File: config.mk
export PLATFORM = sky130hd
export DESIGN_NAME = pipelined_mac_accumulator
export DESIGN_NICKNAME = d
export VERILOG_FILES = /design/src/rtl/pipelined_mac_accumulator.sv
export SDC_FILE = /design/constraint.sdc
export NUM_CORES = 1
export LEC_CHECK = 0
export CORE_UTILIZATION = 57
export DETAILED_ROUTE_END_ITERATION = 7
export MAX_ROUTING_LAYER = met4
export PLACE_DENSITY = 0.8
export SYNTH_ARGS = -nofsm -noshare
export SYNTH_HDL_FRONTEND = slang
export SYNTH_SLANG_ARGS = --single-unit
File: constraint.sdc
create_clock -name clock -period 7.5 [get_ports clock]
set_clock_uncertainty 0.1 [all_clocks]
set_input_delay 1.5 -clock clock [delete_from_list [all_inputs] [get_ports clock]]
set_output_delay 1.5 -clock clock [all_outputs]
set_load 0.01 [all_outputs]
File: src/rtl/pipelined_mac_accumulator.sv
// Pipelined signed multiply-accumulate with a configurable pipeline depth.
// Saturating or wrapping result, and valid/ready handshakes on both sides.
module pipelined_mac_accumulator #(
    parameter int STAGES     = 2,
    parameter int INPUT_SIZE = 16,
    parameter int ACC_SIZE   = 40,
    parameter bit SATURATE   = 1'b1
) (
    input  logic                         clock,
    input  logic                         reset,
    input  logic signed [INPUT_SIZE-1:0] a_in,
    input  logic signed [INPUT_SIZE-1:0] b_in,
    input  logic signed [ACC_SIZE-1:0]   c_in,
    input  logic [1:0]                   op_in,
    input  logic                         valid_in,
    output logic                         ready_out,
    output logic signed [ACC_SIZE-1:0]   mac_out,
    output logic                         overflow_out,
    output logic                         valid_out,
    input  logic                         ready_in
);

    localparam int PW = 2 * INPUT_SIZE;
    localparam int EW = ACC_SIZE + 2;

    typedef enum logic [1:0] {
        OP_MAC     = 2'd0,
        OP_ACC_ADD = 2'd1,
        OP_ACC_SUB = 2'd2,
        OP_LOAD    = 2'd3
    } op_e;

    typedef struct packed {
        op_e                   op;
        logic signed [ACC_SIZE-1:0] c;
        logic signed [PW-1:0]       prod;
    } beat_t;

    logic  stall;
    beat_t in_beat;
    beat_t fin_beat;
    logic  fin_valid;

    assign stall     = valid_out && !ready_in;
    assign ready_out = !stall;

    always_comb begin
        in_beat.op   = op_e'(op_in);
        in_beat.c    = c_in;
        in_beat.prod = PW'(a_in) * PW'(b_in);
    end

    generate
        if (STAGES == 1) begin : g_direct
            assign fin_beat  = in_beat;
            assign fin_valid = valid_in;
        end else begin : g_pipe
            beat_t              stage_beat [1:STAGES-1];
            logic [STAGES-1:1]  stage_valid;

            // NOTE: sequential state uses non-blocking assignments so every stage samples pre-edge values.
            always_ff @(posedge clock) begin
                if (reset) begin
                    stage_valid <= '0;
                end else if (!stall) begin
                    stage_valid[1] <= valid_in;
                    for (int i = 2; i < STAGES; i++) begin
                        stage_valid[i] <= stage_valid[i-1];
                    end
                end
            end

            // NOTE: payload registers carry no reset; their contents are ignored while the valid bit is low.
            always_ff @(posedge clock) begin
                if (!stall) begin
                    stage_beat[1] <= in_beat;
                    for (int i = 2; i < STAGES; i++) begin
                        stage_beat[i] <= stage_beat[i-1];
                    end
                end
            end

            assign fin_beat  = stage_beat[STAGES-1];
            assign fin_valid = stage_valid[STAGES-1];
        end
    endgenerate

    logic signed [EW-1:0]   prod_ext;
    logic signed [EW-1:0]   c_ext;
    logic signed [EW-1:0]   acc_ext;
    logic signed [EW-1:0]   r;
    logic                   r_ovf;
    logic [ACC_SIZE-1:0]    r_fit;

    // Two guard bits above ACC_SIZE keep every sum/difference exact before range checking.
    always_comb begin
        // NOTE: every combinational output gets a default first so no path infers a latch.
        r        = '0;
        prod_ext = {{(EW-PW){fin_beat.prod[PW-1]}}, fin_beat.prod};
        c_ext    = {{2{fin_beat.c[ACC_SIZE-1]}}, fin_beat.c};
        acc_ext  = {{2{mac_out[ACC_SIZE-1]}}, mac_out};
        case (fin_beat.op)
            OP_MAC:     r = prod_ext + c_ext;
            OP_ACC_ADD: r = acc_ext + prod_ext;
            OP_ACC_SUB: r = acc_ext - prod_ext;
            OP_LOAD:    r = c_ext;
            default:    r = c_ext;
        endcase
        r_ovf = (r[EW-1:ACC_SIZE-1] != '0) && (r[EW-1:ACC_SIZE-1] != '1);
        if (r_ovf && SATURATE) begin
            r_fit = r[EW-1] ? {1'b1, {(ACC_SIZE-1){1'b0}}} : {1'b0, {(ACC_SIZE-1){1'b1}}};
        end else begin
            r_fit = r[ACC_SIZE-1:0];
        end
    end

    // The accumulator is the output register, so dependent beats see the previous result directly.
    always_ff @(posedge clock) begin
        if (reset) begin
            valid_out    <= 1'b0;
            overflow_out <= 1'b0;
            mac_out      <= '0;
        end else if (!stall) begin
            valid_out    <= fin_valid;
            overflow_out <= fin_valid && r_ovf;
            if (fin_valid) begin
                mac_out <= r_fit;
            end
        end
    end

endmodule

==> results of run 1 <==
==> cells in the mapped netlist, drive strengths merged, types with 43 or more instances <==
library cell | number | area [µm²]
xnor2 | 101 | 885
edfxtp | 74 | 2220
and2 | 127 | 797
a21o | 49 | 368
nand2 | 205 | 769
a21oi | 146 | 742
inv | 351 | 1320
fa | 264 | 5290
o21ai | 63 | 315
ha | 166 | 2080
dfxtp | 43 | 861
nor2 | 138 | 521
clkbuf | 88 | 332
a211oi | 50 | 410
==> what timing repair did <==
item | CTS | global route
gates cloned | 0 | 1
setup endpoints to repair | 7 | 8
pin swaps | 5 | 26
gates resized for setup | 15 | 43
setup buffers | 1 | 10
==> cell families after synthesis <==
kind of cell             after synthesis  synth area share
XOR/XNOR                             132            0.0584
AO/OA/AOI/OAI                        466             0.159
flip-flops                           117             0.156
multiplexers                           5           0.00266
buffers and inverters                448            0.0861
adder cells (fa/ha/maj)              444             0.380
AND/OR/NAND/NOR                      636             0.158
==> stage by stage <==
| step | TNS, ns | std cells | worst slack, ns | hold WS [ns] |
|---|---|---|---|---|
| floorplan | 0 | 2248 | 0.00912 | 0.355 |
| global placement | -4.51 | 2879 | -0.615 | 0.363 |
| detailed placement | -5.99 | 2879 | -0.720 | 0.366 |
| CTS | 0 | 2912 | 0.00149 | 0.374 |
| global route | -0.175 | 2924 | -0.0541 | 0.404 |
==> per-layer routing <==
layer,global-route usage
met5,-
met1,0.400
met3,0.0339
met2,0.550
met4,0.129
==> results.sh, run 1 <==
export IMPL_rows=67
export IMPL_outcome="stopped before the end"
export IMPL_synth_edff_count=74
export IMPL_die_h_um=188
export IMPL_synthArstFlopShare=0
export IMPL_grt_pass1_wl_mm=89.0
export IMPL_ioPinCount=121
export IMPL_worst_endpoint_kind="register data pin"
export IMPL_numCtsBuffers=17
export IMPL_synth_seq_area_share=0.156
export IMPL_worst_endpoint="g_pipe.stage_beat[1][31]$_DFFE_PN_/D"
export IMPL_dieWidth_um=188
export IMPL_synth_seq_cells=117
export IMPL_lastStage="detailed routing"
export IMPL_synth_flop_cell="edfxtp_1"
export IMPL_cts_root_buf="clkbuf_16"
export IMPL_hpwl_mm=45.0
export IMPL_syn_avg_cell_area_um2=8.80
export IMPL_gp_congestion=1.04
export IMPL_grt_pass1_vias=17500
export IMPL_cts_buffer_depth=2
export IMPL_syn_inst=2248
export IMPL_start_util=0.584
export IMPL_run_stop_error="[ERROR DRT-0255] Maze Route cannot find path of net clock in worker of routeBox ( 144900 0 ) ( 188315 48300 )."
export IMPL_grt_max_degree=65
export IMPL_synth_nets=2756
export IMPL_placed_area_um2=22400
export IMPL_syn_cell_area_um2=19800
export IMPL_htreeDepth=4
export IMPL_io_buffers=120
export IMPL_antenna_found_initial=1
export IMPL_clock_sinks=117
export IMPL_yosysWarnings=0
export IMPL_grt_usage=0.325
export IMPL_grt_overflow=0
export IMPL_postCtsHoldBufs=0
export IMPL_synthDistinctLibCells=81
==> inputs of run 2 (changes only) <==
- CORE_UTILIZATION: 57 -> 40
- MAX_ROUTING_LAYER: met4 -> unset
- PLACE_DENSITY: 0.8 -> unset
- PLACE_DENSITY_LB_ADDON: unset -> 0.15
- clock period: 7.5 -> 9.75 ns (I/O delays scaled with it)
==> run 2 against run 1 <==
  * The flow now finishes without violations
  * Synthesized area unchanged
  * Global-route usage decreased by 9.7 points
  * Synthesized cell count unchanged
==> results.sh, run 2 <==
export IMPL_outcome="finished, final reports clean"
export IMPL_drt_wl_total_mm=56.4
export IMPL_synth_nets=2756
export IMPL_die_h_um=224
export IMPL_yosysTopAreaCell="fa_1"
export IMPL_route_detailed_drc=0
export IMPL_largestRegisters="g_pipe.stage_beat x74, mac_out x40"
export IMPL_drt_pass1_iter_count=5
export IMPL_fp_dieArea_um2=50400
export IMPL_finalNetCount=2814
export IMPL_area_growth_pct=11.8
export IMPL_grt_usage=0.228
export IMPL_fin_crit_sh=0.902
export IMPL_rows=81
export IMPL_worstPathCellList="clkdlybuf4s50_1, nand2_1, fa_1, inv_1, fa_1, inv_1, fa_1, inv_1, fa_1, fa_1, inv_1, fa_1, inv_1, ha_1, nand3_1, nor2_1, and3_1, o311ai_0, a21oi_1, o211ai_1, nor2_1, o41ai_1, xnor2_1"
export IMPL_finalMaxSlewViolations=0
export IMPL_syn_inst=2248
export IMPL_synth_area_leaders="fa_1 (27%), edfxtp_1 (11%), ha_1 (10%)"
export IMPL_hp_class="reg2reg"
export IMPL_cts_buffer_depth=2
export IMPL_relSlewSlack=0.309
export IMPL_cts_resized=0
export IMPL_hold_viol_final=0
export IMPL_path_clk_slew_ns=0.05
export IMPL_drt_iter0_drc=1223
export IMPL_clk_latency_ns=0.45
export IMPL_clock_fmax_ghz=0.114
export IMPL_io_buffers=120
export IMPL_clock_sinks=117
export IMPL_synth_seq_cells=117
export IMPL_critPathKind="in2reg"
export IMPL_grt_overflow=0
export IMPL_layout_drive_gt1_share=0.0371
export IMPL_synthDistinctLibCells=81
export IMPL_reg2regPathDepth=20
export IMPL_diodes=0
export IMPL_synthArstFlopShare=0
export IMPL_syn_avg_cell_area_um2=8.80
export IMPL_grt_pass1_vias=16300
export IMPL_wl_per_cell_um=18.9
export IMPL_hpwl_mm=46.0
export IMPL_rsz0062_at_grt="no"
export IMPL_largest_reg_flops=74
export IMPL_syn_cell_area_um2=19800
export IMPL_cp_start_kind="input pin"
export IMPL_largest_register="g_pipe.stage_beat"
export IMPL_cpPeakStageDelay_ns=0.93
export IMPL_grt_pass1_wl_mm=89.7
export IMPL_slowest_stage="clkdlybuf4s50_1"
export IMPL_htreeDepth=4
export IMPL_path_max_fanout=16
export IMPL_crit_top_cell="fa_1"
export IMPL_critPathCaptureType="register"
export IMPL_crit_required_ns=9.82
export IMPL_postCtsHoldBufs=0
export IMPL_fin_tns_setup_ns=0
export IMPL_synth_edff_count=74
export IMPL_setup_viol=0
export IMPL_mostFrequentLayoutCell="inv_1"
export IMPL_cts_tree="done"
export IMPL_post_cts_buffers=0
export IMPL_antenna_found_initial=2
export IMPL_synth_flop_cell="edfxtp_1"
export IMPL_grt_max_degree=65
export IMPL_drv_cap=0
export IMPL_whs_path_depth=2
export IMPL_crit_arrival_ns=8.87
export IMPL_start_util=0.405
export IMPL_avgViaCountPerCell=5.36
export IMPL_worst_pin_slew_ns=1.04
export IMPL_ant_nets=0
export IMPL_dieWidth_um=224
export IMPL_yosysMostFrequentCell="inv_1"
export IMPL_cts_root_buf="clkbuf_16"
export IMPL_numCtsBuffers=17
export IMPL_core_area_um2=48800
export IMPL_synth_top_area_frac=0.267
export IMPL_finalCriticalPeriod_ns=8.79
export IMPL_final_cell_mix="inv_1 (351), fa_1 (264), nand2_1 (205), ha_1 (165), a21oi_1 (145)"
export IMPL_ioPinCount=121
export IMPL_synthTopCellsByCount="inv_1 (351), fa_1 (264), nand2_1 (205)"
export IMPL_yosysWarnings=0
export IMPL_synth_seq_area_share=0.156
export IMPL_gp_congestion=0.929
export IMPL_num_vias=16000
==> run 2: cell counts after synthesis <==
Identical to the previous run, type by type.
==> run 2: cells by family (layout without fill, tap and decap cells) <==
kind of cell / after synthesis / after routing / share of synthesized area
multiplexers: 5 / 5 / 0.00266
AO/OA/AOI/OAI: 466 / 466 / 0.159
AND/OR/NAND/NOR: 636 / 636 / 0.158
buffers and inverters: 448 / 519 / 0.0861
flip-flops: 117 / 117 / 0.156
adder cells (fa/ha/maj): 444 / 444 / 0.380
XOR/XNOR: 132 / 132 / 0.0584
==> run 2: final timing paths <==
kind	start	to	slack, ns
max	b_in[7]	g_pipe.stage_beat[1][29]	0.96
min	overflow_out	overflow_out	0.37
max reg2reg	g_pipe.stage_beat[1][6]	mac_out[26]	2.21
min reg2reg	overflow_out	overflow_out	0.37
==> run 2: worst max-delay path: cells and delay by family <==
kind,cells,cell delay (ns)
XOR/XNOR,1,0.11
adder cells (fa/ha/maj),7,3.35
buffers and inverters,6,1.18
AO/OA/AOI/OAI,4,1.55
AND/OR/NAND/NOR,5,0.74
==> run 2: cell type report <==
cell class	count	area, µm²
Fill cell	4831	26700
Sequential cell	117	3080
Clock inverter	11	87.6
Clock buffer	21	482
Multi-Input combinational cell	1683	15000
Timing Repair Buffer	136	1320
Tap cell	664	831
Inverter	351	1320
==> run 2: metal layers <==
layer	share of wire	wire, µm	track usage	up-vias
li1	-	-	-	7619
met1	0.46	26100	0.309	7791
met2	0.46	26100	0.381	488
met3	0.053	3020	0.0306	79
met4	0.021	1200	0.0636	4
met5	0.00041	23	0	-
==> run 2: metrics by stage <==
stage | utilization | worst slack [ns] | hold slack [ns] | instances | cell area, µm²
final | 0.453 | 0.955 | 0.374 | 2983 | 22100
after global placement | 0.441 | 0.664 | 0.364 | 2951 | 21600
after detailed placement | 0.441 | 0.492 | 0.368 | 2951 | 21600
after global routing | 0.453 | 0.703 | 0.399 | 2983 | 22100
after CTS | 0.453 | 0.975 | 0.377 | 2983 | 22100
after floorplan | - | 1.79 | 0.355 | 2248 | 19800
Power of run 2 is not shown: default switching activity piles up to over one toggle a cycle in this logic, so the estimate is an artifact.
==> inputs of run 3 (changes only) <==
- CELL_PAD_IN_SITES_DETAIL_PLACEMENT: unset -> 1
- CELL_PAD_IN_SITES_GLOBAL_PLACEMENT: unset -> 1
==> run 3 against run 2 <==
  * Final cell count up 0.13%
  * Core utilization hardly changed
  * Design area hardly changed
  * Global-route usage grew 2.1 points
  * Sequential share of layout area about the same
  * Flip-flop and latch count did not move
  * Hold slack better by 0.0027 ns
  * Setup slack got worse by 0.15 ns
  * Wire length rose by 8.9%
  * Register-to-register slack got worse by 0.50 ns
  * Largest cell class unchanged
==> results.sh, run 3 (synthesis results as in run 2) <==
export IMPL_met3_length_mm=2.03
export IMPL_slowest_stage="clkdlybuf4s50_1"
export IMPL_grt_usage=0.249
export IMPL_highest_layer="met5"
export IMPL_setup_viol=0
export IMPL_finalNetCount=2818
export IMPL_crit_required_ns=9.83
export IMPL_route_detailed_drc=0
export IMPL_ant_nets=0
export IMPL_hold_viol_final=0
export IMPL_path_clk_slew_ns=0.06
export IMPL_diodes=0
export IMPL_path_max_fanout=16
export IMPL_die_h_um=224
export IMPL_critPathCaptureType="register"
export IMPL_hpwl_mm=50.6
export IMPL_worst_pin_slew_ns=1.06
export IMPL_wl_per_cell_um=20.6
export IMPL_fp_dieArea_um2=50400
export IMPL_largestRegisters="g_pipe.stage_beat x74, mac_out x40"
export IMPL_worstPathCellList="clkdlybuf4s50_1, nand2_1, fa_1, inv_1, fa_1, inv_1, fa_1, inv_1, fa_1, fa_1, inv_1, fa_1, inv_1, ha_1, nand3_1, nor2_1, and3_1, o311ai_0, a21oi_1, o211ai_1, nor2_1, o41ai_1, xnor2_1"
export IMPL_critPathKind="in2reg"
export IMPL_post_cts_buffers=0
export IMPL_drt_wl_total_mm=61.4
export IMPL_dieWidth_um=224
export IMPL_clock_sinks=117
export IMPL_finalMaxSlewViolations=0
export IMPL_cts_root_buf="clkbuf_16"
export IMPL_fin_crit_sh=0.917
export IMPL_htreeDepth=4
export IMPL_num_vias=16300
export IMPL_fin_tns_setup_ns=0
export IMPL_largest_register="g_pipe.stage_beat"
export IMPL_drt_pass1_iter_count=5
export IMPL_mostFrequentLayoutCell="inv_1"
export IMPL_clock_fmax_ghz=0.112
export IMPL_cts_resized=0
export IMPL_grt_pass1_vias=17700
export IMPL_antenna_found_initial=1
export IMPL_rsz0062_at_grt="no"
export IMPL_largest_reg_flops=74
export IMPL_cts_tree="done"
export IMPL_grt_overflow=0
export IMPL_layout_drive_gt1_share=0.0383
export IMPL_clk_latency_ns=0.45
export IMPL_wl_met1_mm=28.2
export IMPL_postCtsHoldBufs=0
export IMPL_nFillCells=5777
export IMPL_cp_start_kind="input pin"
export IMPL_seq_area_um2=3080
export IMPL_crit_top_cell="fa_1"
export IMPL_start_util=0.405
export IMPL_cts_buffer_depth=2
export IMPL_grt_max_degree=82
export IMPL_core_area_um2=48800
export IMPL_multi_input_area_um2=15000
export IMPL_hp_class="reg2reg"
export IMPL_numCtsBuffers=17
export IMPL_drt_iter0_drc=867
export IMPL_grt_pass1_wl_mm=97.5
export IMPL_finalCriticalPeriod_ns=8.94
export IMPL_area_growth_pct=11.9
export IMPL_rows=81
export IMPL_io_buffers=120
export IMPL_drv_cap=0
export IMPL_relSlewSlack=0.292
export IMPL_cpPeakStageDelay_ns=0.99
export IMPL_gp_congestion=0.904
export IMPL_final_cell_mix="inv_1 (351), fa_1 (264), nand2_1 (205), ha_1 (165), a21oi_1 (145)"
export IMPL_crit_arrival_ns=9.02
export IMPL_avgViaCountPerCell=5.47
export IMPL_outcome="finished, final reports clean"
export IMPL_ioPinCount=121
export IMPL_wl_met2_mm=30.0
-- run 3: path summary, 6_finish.rpt --
path	startpoint	to	slack, ns	depth (start not counted)
setup / recovery	b_in[9]	g_pipe.stage_beat[1][29]	0.81	23
hold / removal	overflow_out	overflow_out	0.38	2
setup reg to reg	g_pipe.stage_beat[1][4]	mac_out[25]	1.71	20
hold reg to reg	overflow_out	overflow_out	0.38	2
-- run 3: per-stage QoR --
| step | hold WS (ns) | cells | worst slack (ns) | utilization | cell area, µm² |
|---|---|---|---|---|---|
| 2_1_floorplan | 0.355 | 2248 | 1.79 | - | 19800 |
| 3_3_place_gp | 0.364 | 2955 | 0.653 | 0.442 | 21600 |
| 3_5_place_dp | 0.368 | 2955 | 0.347 | 0.442 | 21600 |
| 4_1_cts | 0.378 | 2987 | 0.827 | 0.453 | 22100 |
| 5_1_grt | 0.407 | 2987 | 0.473 | 0.453 | 22100 |
| 6_report | 0.377 | 2987 | 0.807 | 0.453 | 22100 |
-- run 3: area by class of cell --
| class | count | area share |
|---|---|---|
| Clock buffer | 18 | 0.0194 |
| Clock inverter | 14 | 0.00576 |
| Inverter | 351 | 0.0595 |
| Multi-Input combinational cell | 1683 | 0.678 |
| Sequential cell | 117 | 0.139 |
| Tap cell | 664 | 0.0375 |
| Timing Repair Buffer | 140 | 0.0608 |
-- run 3: metal layers --
layer / vias to the layer above / track usage
li1: 7622 / -
met2: 354 / 0.435
met3: 74 / 0.0255
met4: 2 / 0.0687
met1: 8283 / 0.326
met5: - / 0
-- run 3: critical path: cells and delay by family --
kind / cells / cell delay, ns
adder cells (fa/ha/maj): 7 / 3.31
XOR/XNOR: 1 / 0.12
buffers and inverters: 6 / 1.24
AO/OA/AOI/OAI: 4 / 1.69
AND/OR/NAND/NOR: 5 / 0.71
Power of run 3 is left out for the same reason.
==> inputs of run 4 (changes only) <==
- CTS_CLUSTER_SIZE: unset -> 8
==> results of run 4 <==
Final layout, timing and power as in run 3 (identical DEF).
Power of run 4 is left out for the same reason.
